### config.mk
export PLATFORM = sky130hd
export DESIGN_NAME = rtc_scan_display
export DESIGN_NICKNAME = d
export VERILOG_FILES = /design/src/rtl/rtc_pkg.sv /design/src/rtl/seven_seg_decode.sv /design/src/rtl/rtc_scan_display.sv
export SDC_FILE = /design/constraint.sdc
export NUM_CORES = 1
export LEC_CHECK = 0
export BUFFER_PORTS_ARGS = -buffer_cell sky130_fd_sc_hd__buf_2
export CAP_MARGIN = 30
export CORE_ASPECT_RATIO = 1.4
export CORE_MARGIN = 1.5
export CORE_UTILIZATION = 40
export CTS_BUF_LIST = sky130_fd_sc_hd__clkbuf_4 sky130_fd_sc_hd__clkbuf_8 sky130_fd_sc_hd__clkbuf_16
export DETAILED_ROUTE_END_ITERATION = 16
export PLACE_DENSITY = 0.67
export SYNTH_ARGS = -nofsm -noshare
export SYNTH_HDL_FRONTEND = slang
export SYNTH_SLANG_ARGS = --single-unit
### constraint.sdc
create_clock -name CLK -period 6 [get_ports CLK]
set_clock_uncertainty 0.1 [all_clocks]
set_input_delay 0.9 -clock CLK [delete_from_list [all_inputs] [get_ports CLK]]
set_output_delay 0.9 -clock CLK [all_outputs]
set_load 0.02 [all_outputs]
### src/rtl/rtc_pkg.sv
// Shared constants and helpers for the BCD time-of-day keeper and its multiplexed display.
package rtc_pkg;

   localparam logic [7:0] SEC_MAX = 8'h59;
   localparam logic [7:0] MIN_MAX = 8'h59;
   localparam logic [7:0] HR_MAX  = 8'h23;

   localparam int DIGITS_HHMMSS = 6;
   localparam int DIGITS_HHMM   = 4;

   // {g,f,e,d,c,b,a} patterns, element n is digit n
   localparam logic [9:0][6:0] SEG_TABLE = {
      7'h6F, 7'h7F, 7'h07, 7'h7D, 7'h6D,
      7'h66, 7'h4F, 7'h5B, 7'h06, 7'h3F
   };

   typedef struct packed {
      logic [7:0] hh;
      logic [7:0] mm;
      logic [7:0] ss;
   } bcd_time_t;

   function automatic bit digits_legal(input int n);
      return (n == DIGITS_HHMMSS) || (n == DIGITS_HHMM);
   endfunction

   function automatic logic bcd_ok(input logic [7:0] v, input logic [7:0] max);
      return (v[7:4] <= 4'd9) && (v[3:0] <= 4'd9) && (v <= max);
   endfunction

   function automatic logic [7:0] bcd_inc(input logic [7:0] v);
      if (v[3:0] == 4'd9) return {v[7:4] + 4'd1, 4'd0};
      return {v[7:4], v[3:0] + 4'd1};
   endfunction

endpackage

### src/rtl/seven_seg_decode.sv
// Combinational BCD nibble to active-high {g,f,e,d,c,b,a}; blank or non-decimal input turns all segments off.
module seven_seg_decode
   import rtc_pkg::*;
(
   input  logic [3:0] nib_i,
   input  logic       blank_i,
   output logic [6:0] seg_o
);

   always_comb begin
      seg_o = 7'h00;
      if (!blank_i && (nib_i <= 4'd9)) seg_o = SEG_TABLE[nib_i];
   end

endmodule

### src/rtl/rtc_scan_display.sv
// BCD time-of-day keeper with validated set handshake, 12/24-hour display and a
// guarded, polarity-configurable multiplexed 7-segment scanner.
module rtc_scan_display
   import rtc_pkg::*;
#(
   parameter int CLK_HZ     = 100000000,
   parameter int SCAN_DIV   = 65536,
   parameter int GUARD      = 16,
   parameter int NUM_DIGITS = 6,
   parameter int AN_ACT_LOW = 1,
   parameter int SEG_ACT_LOW = 1
) (
   input  logic                  CLK,
   input  logic                  RST,
   input  logic                  RUN,
   input  logic                  MODE12,
   input  logic                  BLANK_LZ,
   input  logic                  SET_VALID,
   output logic                  SET_READY,
   input  logic [7:0]            SET_HH,
   input  logic [7:0]            SET_MM,
   input  logic [7:0]            SET_SS,
   output logic                  SET_ERR,
   output logic                  TICK_1HZ,
   output logic [23:0]           TIME_BCD,
   output logic [6:0]            SEG,
   output logic                  DP,
   output logic [NUM_DIGITS-1:0] AN
);

   localparam int PW = (CLK_HZ > 1) ? $clog2(CLK_HZ) : 1;
   localparam int DW = (SCAN_DIV > 1) ? $clog2(SCAN_DIV) : 1;
   localparam logic [PW-1:0] PRESC_LAST = PW'(CLK_HZ - 1);
   localparam logic [DW-1:0] DWELL_LAST = DW'(SCAN_DIV - 1);
   localparam logic [DW-1:0] GUARD_END  = DW'(GUARD);
   localparam logic [2:0]    IDX_LAST   = 3'(NUM_DIGITS - 1);
   localparam bit            SIX        = (NUM_DIGITS == DIGITS_HHMMSS);
   // a 4-digit display skips the two seconds positions of the digit map
   localparam logic [2:0]    POS_OFS    =
      3'(digits_legal(NUM_DIGITS) ? (DIGITS_HHMMSS - NUM_DIGITS) : 0);

   localparam logic [NUM_DIGITS-1:0] AN_OFF = (AN_ACT_LOW != 0) ? '1 : '0;
   localparam logic [6:0]            SEG_OFF = (SEG_ACT_LOW != 0) ? 7'h7F : 7'h00;
   localparam logic                  DP_OFF  = (SEG_ACT_LOW != 0);

   localparam logic [0:0] ST_IDLE  = 1'b0;
   localparam logic [0:0] ST_CHECK = 1'b1;

   logic [PW-1:0]         presc_q, presc_d;
   bcd_time_t             time_q, time_d;
   logic                  tick_q, tick_d;
   logic [0:0]            state_q, state_d;
   logic                  ready_q;
   logic                  err_q, err_d;
   bcd_time_t             cap_q, cap_d;
   logic [DW-1:0]         dwell_q, dwell_d;
   logic [2:0]            idx_q, idx_d;
   logic [NUM_DIGITS-1:0] an_q, an_d;
   logic [6:0]            seg_q, seg_d;
   logic                  dp_q, dp_d;

   logic       wrap, cap_ok, load, dwell_wrap, pm;
   logic [7:0] hr_disp;
   logic [2:0] pos;
   logic [3:0] nib;
   logic       nib_blank, dp_raw;
   logic [6:0] seg_raw;

   function automatic bcd_time_t time_inc(input bcd_time_t t);
      bcd_time_t r;
      r = t;
      if (t.ss == SEC_MAX) begin
         r.ss = 8'h00;
         if (t.mm == MIN_MAX) begin
            r.mm = 8'h00;
            r.hh = (t.hh == HR_MAX) ? 8'h00 : bcd_inc(t.hh);
         end else begin
            r.mm = bcd_inc(t.mm);
         end
      end else begin
         r.ss = bcd_inc(t.ss);
      end
      return r;
   endfunction

   function automatic logic [7:0] hour12(input logic [7:0] h);
      if (h == 8'h00) return 8'h12;
      if (h >= 8'h22) return {4'd1, h[3:0] - 4'd2};
      if (h >= 8'h20) return {4'd0, h[3:0] + 4'd8};
      if (h >= 8'h13) return {4'd0, h[3:0] - 4'd2};
      return h;
   endfunction

   assign wrap   = RUN && (presc_q == PRESC_LAST);
   assign cap_ok = bcd_ok(cap_q.hh, HR_MAX) && bcd_ok(cap_q.mm, MIN_MAX) &&
                   bcd_ok(cap_q.ss, SEC_MAX);
   assign load   = (state_q == ST_CHECK) && cap_ok;

   // a validated load overrides any tick landing on the same edge
   always_comb begin
      presc_d = presc_q;
      time_d  = time_q;
      tick_d  = 1'b0;
      if (load) begin
         presc_d = '0;
         time_d  = cap_q;
      end else if (!RUN) begin
         presc_d = '0;
      end else if (wrap) begin
         presc_d = '0;
         time_d  = time_inc(time_q);
         tick_d  = 1'b1;
      end else begin
         presc_d = presc_q + PW'(1);
      end
   end

   always_comb begin
      state_d = state_q;
      cap_d   = cap_q;
      err_d   = 1'b0;
      case (state_q)
         ST_IDLE: begin
            if (SET_VALID && ready_q) begin
               cap_d   = {SET_HH, SET_MM, SET_SS};
               state_d = ST_CHECK;
            end
         end
         default: begin
            err_d   = !cap_ok;
            state_d = ST_IDLE;
         end
      endcase
   end

   assign pm      = (time_q.hh >= 8'h12);
   assign hr_disp = MODE12 ? hour12(time_q.hh) : time_q.hh;
   assign pos     = idx_q + POS_OFS;

   always_comb begin
      nib       = 4'd0;
      nib_blank = 1'b0;
      dp_raw    = 1'b0;
      case (pos)
         3'd0: nib = time_q.ss[3:0];
         3'd1: nib = time_q.ss[7:4];
         3'd2: begin
            nib    = time_q.mm[3:0];
            dp_raw = SIX && !time_q.ss[0];
         end
         3'd3: nib = time_q.mm[7:4];
         3'd4: begin
            nib    = hr_disp[3:0];
            dp_raw = MODE12 && pm;
         end
         default: begin
            nib       = hr_disp[7:4];
            nib_blank = BLANK_LZ && (hr_disp[7:4] == 4'd0);
         end
      endcase
   end

   seven_seg_decode u_dec (
      .nib_i   (nib),
      .blank_i (nib_blank),
      .seg_o   (seg_raw)
   );

   assign dwell_wrap = (dwell_q == DWELL_LAST);

   always_comb begin
      dwell_d = dwell_wrap ? '0 : dwell_q + DW'(1);
      idx_d   = idx_q;
      if (dwell_wrap) idx_d = (idx_q == IDX_LAST) ? 3'd0 : idx_q + 3'd1;
      an_d  = ((dwell_q >= GUARD_END) ? (NUM_DIGITS'(1) << idx_q) : '0) ^ AN_OFF;
      seg_d = seg_raw ^ SEG_OFF;
      dp_d  = dp_raw ^ DP_OFF;
   end

   always_ff @(posedge CLK or negedge RST) begin
      if (!RST) begin
         presc_q <= '0;
         time_q  <= '0;
         tick_q  <= 1'b0;
         state_q <= ST_IDLE;
         ready_q <= 1'b0;
         err_q   <= 1'b0;
         dwell_q <= '0;
         idx_q   <= '0;
         an_q    <= AN_OFF;
         seg_q   <= SEG_OFF;
         dp_q    <= DP_OFF;
      end else begin
         presc_q <= presc_d;
         time_q  <= time_d;
         tick_q  <= tick_d;
         state_q <= state_d;
         ready_q <= (state_d == ST_IDLE);
         err_q   <= err_d;
         dwell_q <= dwell_d;
         idx_q   <= idx_d;
         an_q    <= an_d;
         seg_q   <= seg_d;
         dp_q    <= dp_d;
      end
   end

   always_ff @(posedge CLK) begin
      cap_q <= cap_d;
   end

   assign SET_READY = ready_q;
   assign SET_ERR   = err_q;
   assign TICK_1HZ  = tick_q;
   assign TIME_BCD  = time_q;
   assign SEG       = seg_q;
   assign DP        = dp_q;
   assign AN        = an_q;

endmodule

==> qor.json, run 1 <==
{
  "setup_viol": 0,
  "tightest_slew_ns": 1.01,
  "final-hold-violation-count": 0,
  "multiInputGateArea_um2": 2830,
  "die_x_um": 106,
  "routedWlPerCell_um": 16.0,
  "fin_crit_ns": 3.25,
  "synthCells": 586,
  "post_layout_cell_count": 846,
  "synth_top_area_share_pct": 31.0,
  "detail_route.first_pass.iterations": 5,
  "chipHeight_um": 148,
  "synth_nets": 641,
  "clk-insertion-delay-late_ns": 0.36,
  "clock.fmax_mhz": 307,
  "ys_async_sr_fraction_pct": 78.6,
  "worst-setup-path-type": "flop to flop",
  "cts.repair_timing.setup_buffer_count": 0,
  "crit_arrival_ns": 3.42,
  "area_growth_syn_to_layout_pct": 13.6,
  "ctsHtreeMaxLevel": 3,
  "rows": 52,
  "grt_usage_pct": 18.0,
  "die_area_um2": 15700,
  "r2r-start": "TIME_BCD[18]",
  "vias": 4637,
  "gp_congestion": 0.869,
  "synth.ff_latch_count": 112,
  "grt_pass1_vias": 4467,
  "synth_top_cells_by_area": "sky130_fd_sc_hd__dfrtp_1 31%, sky130_fd_sc_hd__edfxtp_1 12%, sky130_fd_sc_hd__dfstp_2 6.2%",
  "synth_top_flop_cell": "sky130_fd_sc_hd__dfrtp_1",
  "postCtsHoldBufs": 0,
  "via_per_inst": 5.48,
  "worst-r2r-setup-slack_ns": 2.75,
  "cts-buffers-inserted": 9,
  "core-area_um2": 14500,
  "sequential_cell_area_um2": 2940,
  "dp_hpwl_mm": 10.0,
  "drt.antenna.violating_nets": 0,
  "finalCritPeriodShare_pct": 54.2,
  "clk_sink_count": 112,
  "min_from": "cap_q[16]",
  "tritoncts": "yes",
  "grt_pass1_wl_mm": 22.4,
  "maxSlewViolCount": 0,
  "cell_type_with_the_largest_total_area_after_synthesis": "sky130_fd_sc_hd__dfrtp_1",
  "finalNetCount": 707,
  "timing.hold.worst.class": "flop to flop",
  "timing.setup.tns_ns": 0,
  "drt_iter0_drc": 234,
  "gr-total-overflow": 0,
  "synth_sequential_area_ratio_pct": 49.2,
  "synth_enable_flop_cells": 24,
  "critPathLaunchType": "flop",
  "clock_tree.root_cell": "sky130_fd_sc_hd__clkbuf_16",
  "timing.critical_path.to_type": "flop",
  "timing.max_cap.violations": 0,
  "finalCoreUtilization_pct": 46.8,
  "insertedDiodeCount": 0,
  "timing.critical_path.from": "TIME_BCD[18]",
  "synthDistinctLibCells": 71,
  "placedCellCount": 830,
  "grt_antenna_before_repair": 0,
  "dpl-instance-area_um2": 6500,
  "n_fill_cell": 1366,
  "clock_path_buffers": 2,
  "initial_utilization_pct": 41.2,
  "path_clk_slew_ns": 0.08,
  "drt_wl_total_mm": 13.5,
  "unrepaired_setup_endpoints_after_global_routing": "false",
  "crit_fanout": 10,
  "synth.most_common_cell": "sky130_fd_sc_hd__dfrtp_1",
  "power-per-cell-area_nw_per_um2": 243,
  "yosys_warnings": 0,
  "grt_max_degree": 50,
  "result_of_the_run": "complete, no violations",
  "synth_area_um2": 5980,
  "port-buffer-count": 70,
  "total_power_w": 0.00165,
  "worst_ir_drop_vdd_uv": 204,
  "postLayoutCellArea_um2": 6790,
  "drt_drc_violations_left": 0,
  "power_leakage_nw": 2.88,
  "yosys-top-cells-count": "74 x sky130_fd_sc_hd__dfrtp_1, 68 x sky130_fd_sc_hd__nor2_1, 46 x sky130_fd_sc_hd__nand2_1",
  "io_pins": 71,
  "timing.max_slew.rel_slack_pct": 32.4,
  "post_cts.resized_instances": 0,
  "final_layout_size_suffix_gt1_share_pct": 19.9,
  "postSynthAreaPerCell_um2": 10.2,
  "crit_required_ns": 6.17
}
## where the power goes
part | switching [W] | internal [W] | leakage [nW] | total (W)
sequential | 0.0000387 | 0.000824 | 1.32 | 0.000863
combinational | 0.000123 | 0.0000704 | 1.42 | 0.000193
clock | 0.000291 | 0.000303 | 0.147 | 0.000594
total | 0.000453 | 0.00120 | 2.88 | 0.00165
## critical path: stages (launching register included)
cell and delay, ns:
sky130_fd_sc_hd__dfrtp_1 0.48, sky130_fd_sc_hd__inv_1 0.25, sky130_fd_sc_hd__ha_1 0.18, sky130_fd_sc_hd__or4b_4 0.46, sky130_fd_sc_hd__o211a_4 0.28, sky130_fd_sc_hd__a21o_1 0.16, sky130_fd_sc_hd__a31oi_1 0.29, sky130_fd_sc_hd__ha_1 0.22
sky130_fd_sc_hd__inv_1 0.04, sky130_fd_sc_hd__mux2_2 0.25, sky130_fd_sc_hd__mux2_2 0.26, sky130_fd_sc_hd__o211ai_1 0.17
## state kept, by name, summed over array words and instances (netlist names), 3 cells and up
signal    count
SEG           7
dwell_q      16
idx_q         3
presc_q      27
TIME_BCD     24
cap_q        24
AN            6
## path summary, 6_finish.rpt
check / end / cells after the start
max reg2reg: SEG[6] / 11
max: SEG[6] / 11
min: TIME_BCD[16] / 2
max in group asynchronous: dwell_q[8] / 2
min in group asynchronous: TIME_BCD[22] / 1
min reg2reg: TIME_BCD[16] / 2
## area by class of cell
class                      count  area share, %
timing repair buffer          72           5.42
multi-input combinational    424           41.6
tap                          189           3.48
clock buffer                  10           3.52
clock inverter                 6          0.847
sequential                   112           43.3
inverter                      33           1.82
## per-stage QoR
step	worst slack, ns	hold WS, ns
3_3_place_gp	2.88	0.334
3_5_place_dp	2.78	0.353
6_report	2.75	0.360
4_1_cts	2.75	0.367
2_1_floorplan	2.85	0.326
5_1_grt	2.57	0.389
## routing by layer
metal	up-vias	wire (um)	part of all wire, %	track usage (%)
met5	-	0	0	0
met4	0	229	1.7	6.49
met1	2275	5640	42	21.9
li1	2227	-	-	-
met3	16	646	4.8	4.10
met2	119	7020	52	31.0
## cell families after synthesis
logic type,after synthesis,share of synthesized area [%]
AO/OA/AOI/OAI,103,12.3
XOR/XNOR,39,5.71
adder cells (fa/ha/maj),26,5.40
buffers and inverters,50,3.64
flip-flops,112,49.2
multiplexers,15,2.64
AND/OR/NAND/NOR,241,21.1
## placed cells by master (no fill, tap or decap), drive strengths merged, types with 4 or more instances in the layout
cell     n
nand4   12
a21oi   17
nor3    15
inv     36
nor3b    4
or2      5
nand3   36
mux2i    9
or4      5
dfrtp   74
buf     72
nor2    68
nor2b    4
edfxtp  24
nand2   46
o31ai    5
xnor2   16
dfstp   14
and3     7
a31oi    7
o21a     4
and4     6
mux2     6
clkbuf  10
or3      7
o21ai   28
o211ai   4
nor4b    4
ha      25
xor2    23
and2     9
nor4     7
Power figures use the tool's default switching activity.
==> run 2: changes to the inputs <==
==> constraint.sdc (replaced) <==
create_clock -name CLK -period 3.3 [get_ports CLK]
set_clock_uncertainty 0.1 [all_clocks]
set_input_delay 0.495 -clock CLK [delete_from_list [all_inputs] [get_ports CLK]]
set_output_delay 0.495 -clock CLK [all_outputs]
set_load 0.02 [all_outputs]
==> run 2 against run 1 <==
Effect of this change: die area is the same; setup slack lost 2.4 ns; global-route usage grew 0.41 points; highest routed layer unchanged; sequential cell count is the same; final area grew 1.5%; final cell count grew 1.4%; sequential share of layout area shrank 0.65 points.
==> qor.json, run 2 (synthesis gave the netlist of run 1 again) <==
{
  "final-hold-violation-count": 0,
  "rows": 52,
  "grt_pass1_wl_mm": 23.1,
  "hold_depth": 1,
  "worst-setup-path-type": "flop to flop",
  "register_with_the_most_flip_flops": "presc_q",
  "worst_ir_drop_vdd_uv": 244,
  "maxSlewViolCount": 0,
  "r2r_end": "SEG[4]",
  "cp_slowest_stage_delay_ns": 0.60,
  "fin_crit_ns": 2.98,
  "grt_max_degree": 63,
  "crit_arrival_ns": 3.15,
  "gp_congestion": 0.888,
  "power-per-cell-area_nw_per_um2": 435,
  "r2r.worst_path.cells": 9,
  "max_ffs_per_register": 27,
  "die_x_um": 106,
  "routedWlPerCell_um": 16.2,
  "detail_route.first_pass.iterations": 5,
  "finalCritPeriodShare_pct": 90.4,
  "drt_wl_total_mm": 13.9,
  "core-area_um2": 14500,
  "io_pins": 71,
  "ctsHtreeMaxLevel": 3,
  "timing.hold.worst.class": "primary input to flop",
  "gr-total-overflow": 0,
  "tightest_slew_ns": 0.967,
  "path_cells": "or4b_4 -> o211a_4 -> a21o_1 -> a31oi_1 -> inv_1 -> ha_1 -> nor2_1 -> nor3_1 -> a32oi_1",
  "clock.fmax_mhz": 335,
  "total_power_w": 0.00300,
  "r2r-start": "TIME_BCD[20]",
  "vias": 4727,
  "min_from": "SET_SS[6]",
  "setup_viol": 0,
  "area_growth_syn_to_layout_pct": 15.3,
  "critPathSlowestCell": "sky130_fd_sc_hd__or4b_4",
  "die_area_um2": 15700,
  "power_leakage_nw": 2.94,
  "clk_sink_count": 112,
  "insertedDiodeCount": 0,
  "timing.setup.tns_ns": 0,
  "n_fill_cell": 1353,
  "finalNetCount": 719,
  "drt.antenna.violating_nets": 0,
  "clock_tree.root_cell": "sky130_fd_sc_hd__clkbuf_16",
  "grt_usage_pct": 18.4,
  "leading_cell_type_in_the_layout_fill_and_taps_excluded": "sky130_fd_sc_hd__dfrtp_1",
  "post-place-ws_ns": 0.267,
  "chipHeight_um": 148,
  "worstHoldEndpoint": "cap_q[6]",
  "critPathLaunchType": "flop",
  "tritoncts": "yes",
  "crit_required_ns": 3.47,
  "drt_iter0_drc": 276,
  "result_of_the_run": "complete, no violations",
  "finalCoreUtilization_pct": 47.5,
  "via_per_inst": 5.51,
  "cts-buffers-inserted": 9,
  "initial_utilization_pct": 41.2,
  "final_layout_size_suffix_gt1_share_pct": 21.4,
  "grt_antenna_before_repair": 0,
  "unrepaired_setup_endpoints_after_global_routing": "false",
  "timing.max_slew.rel_slack_pct": 35.5,
  "timing.max_cap.violations": 0,
  "clock_path_buffers": 2,
  "layout_common_cells": "74 x sky130_fd_sc_hd__dfrtp_1, 69 x sky130_fd_sc_hd__buf_2, 68 x sky130_fd_sc_hd__nor2_1, 46 x sky130_fd_sc_hd__nand2_1, 36 x sky130_fd_sc_hd__nand3_1",
  "grt_pass1_vias": 4667,
  "drt_drc_violations_left": 0,
  "cts.repair_timing.setup_buffer_count": 0,
  "path_clk_slew_ns": 0.08,
  "crit_fanout": 10,
  "dp_hpwl_mm": 10.3,
  "worst-r2r-setup-slack_ns": 0.32,
  "port-buffer-count": 70,
  "setup_slack_after_layout_ns": 0.316,
  "timing.critical_path.to_type": "flop",
  "clk-insertion-delay-late_ns": 0.35
}
## run 2: cell count changes in the layout (fill, tap and decap cells not counted), sizes merged
cell,previous run,this run
clkbuf,10,9
clkinvlp,0,1
dlygate4sd3,0,1
buf,72,83
## run 2: critical path, delay by kind of cell (launching register included)
kind,cells,cell delay [ns]
compound gates,4,0.98
buf+inv,1,0.16
fa+ha+maj,1,0.24
flops,1,0.50
simple gates,3,0.92
## run 2: timing repair
action                     CTS  global route
setup endpoints to repair    0             6
hold buffers                 1             0
hold endpoints to repair    26             0
gates resized for setup      0             1
## run 2: cell type report
type / count / area [um2] / share of cell area (%)
clock inverters: 7 / 63.8 / 0.925
flip-flops and latches: 112 / 2940 / 42.6
clock buffers: 9 / 225 / 3.27
well taps: 189 / 236 / 3.43
multi-input cells: 424 / 2830 / 41.1
inverters: 33 / 124 / 1.80
repair buffers: 84 / 473 / 6.86
## run 2: report_power, final
group	leakage (nW)	total, W	switching (W)	internal [W]
Combinational	1.48	0.000378	0.000240	0.000138
Sequential	1.32	0.00156	0.0000598	0.00150
Clock	0.141	0.00106	0.000534	0.000530
## run 2: worst max-delay path by stage
stage	from	endpoint	slack [ns]	cells past startpoint
after floorplan	TIME_BCD[18]	SEG[6]	0.15	12
after global placement	TIME_BCD[21]	SEG[6]	0.41	11
after detailed placement	TIME_BCD[21]	SEG[6]	0.27	11
after CTS	TIME_BCD[21]	SEG[6]	0.23	11
after global routing	TIME_BCD[21]	SEG[4]	0.06	11
final	TIME_BCD[20]	SEG[4]	0.32	9
## run 2: through the flow
| step | cell area, um2 | hold slack, ns | std cells |
|---|---|---|---|
| 2_1_floorplan | 5980 | 0.0994 | 586 |
| 5_1_grt | 6900 | 0.204 | 858 |
| 3_3_place_gp | 6590 | 0.342 | 841 |
| 6_report | 6900 | 0.219 | 858 |
| 4_1_cts | 6890 | 0.204 | 858 |
| 3_5_place_dp | 6590 | 0.344 | 841 |
## run 2: per-layer routing
layer | track usage [%] | wire, um | part of all wire (%) | up-vias
met3 | 3.48 | 660 | 4.8 | 23
met2 | 32.4 | 7260 | 52 | 125
li1 | - | - | - | 2250
met4 | 6.76 | 187 | 1.3 | 0
met1 | 22.3 | 5780 | 42 | 2329
met5 | 0 | 0 | 0 | -
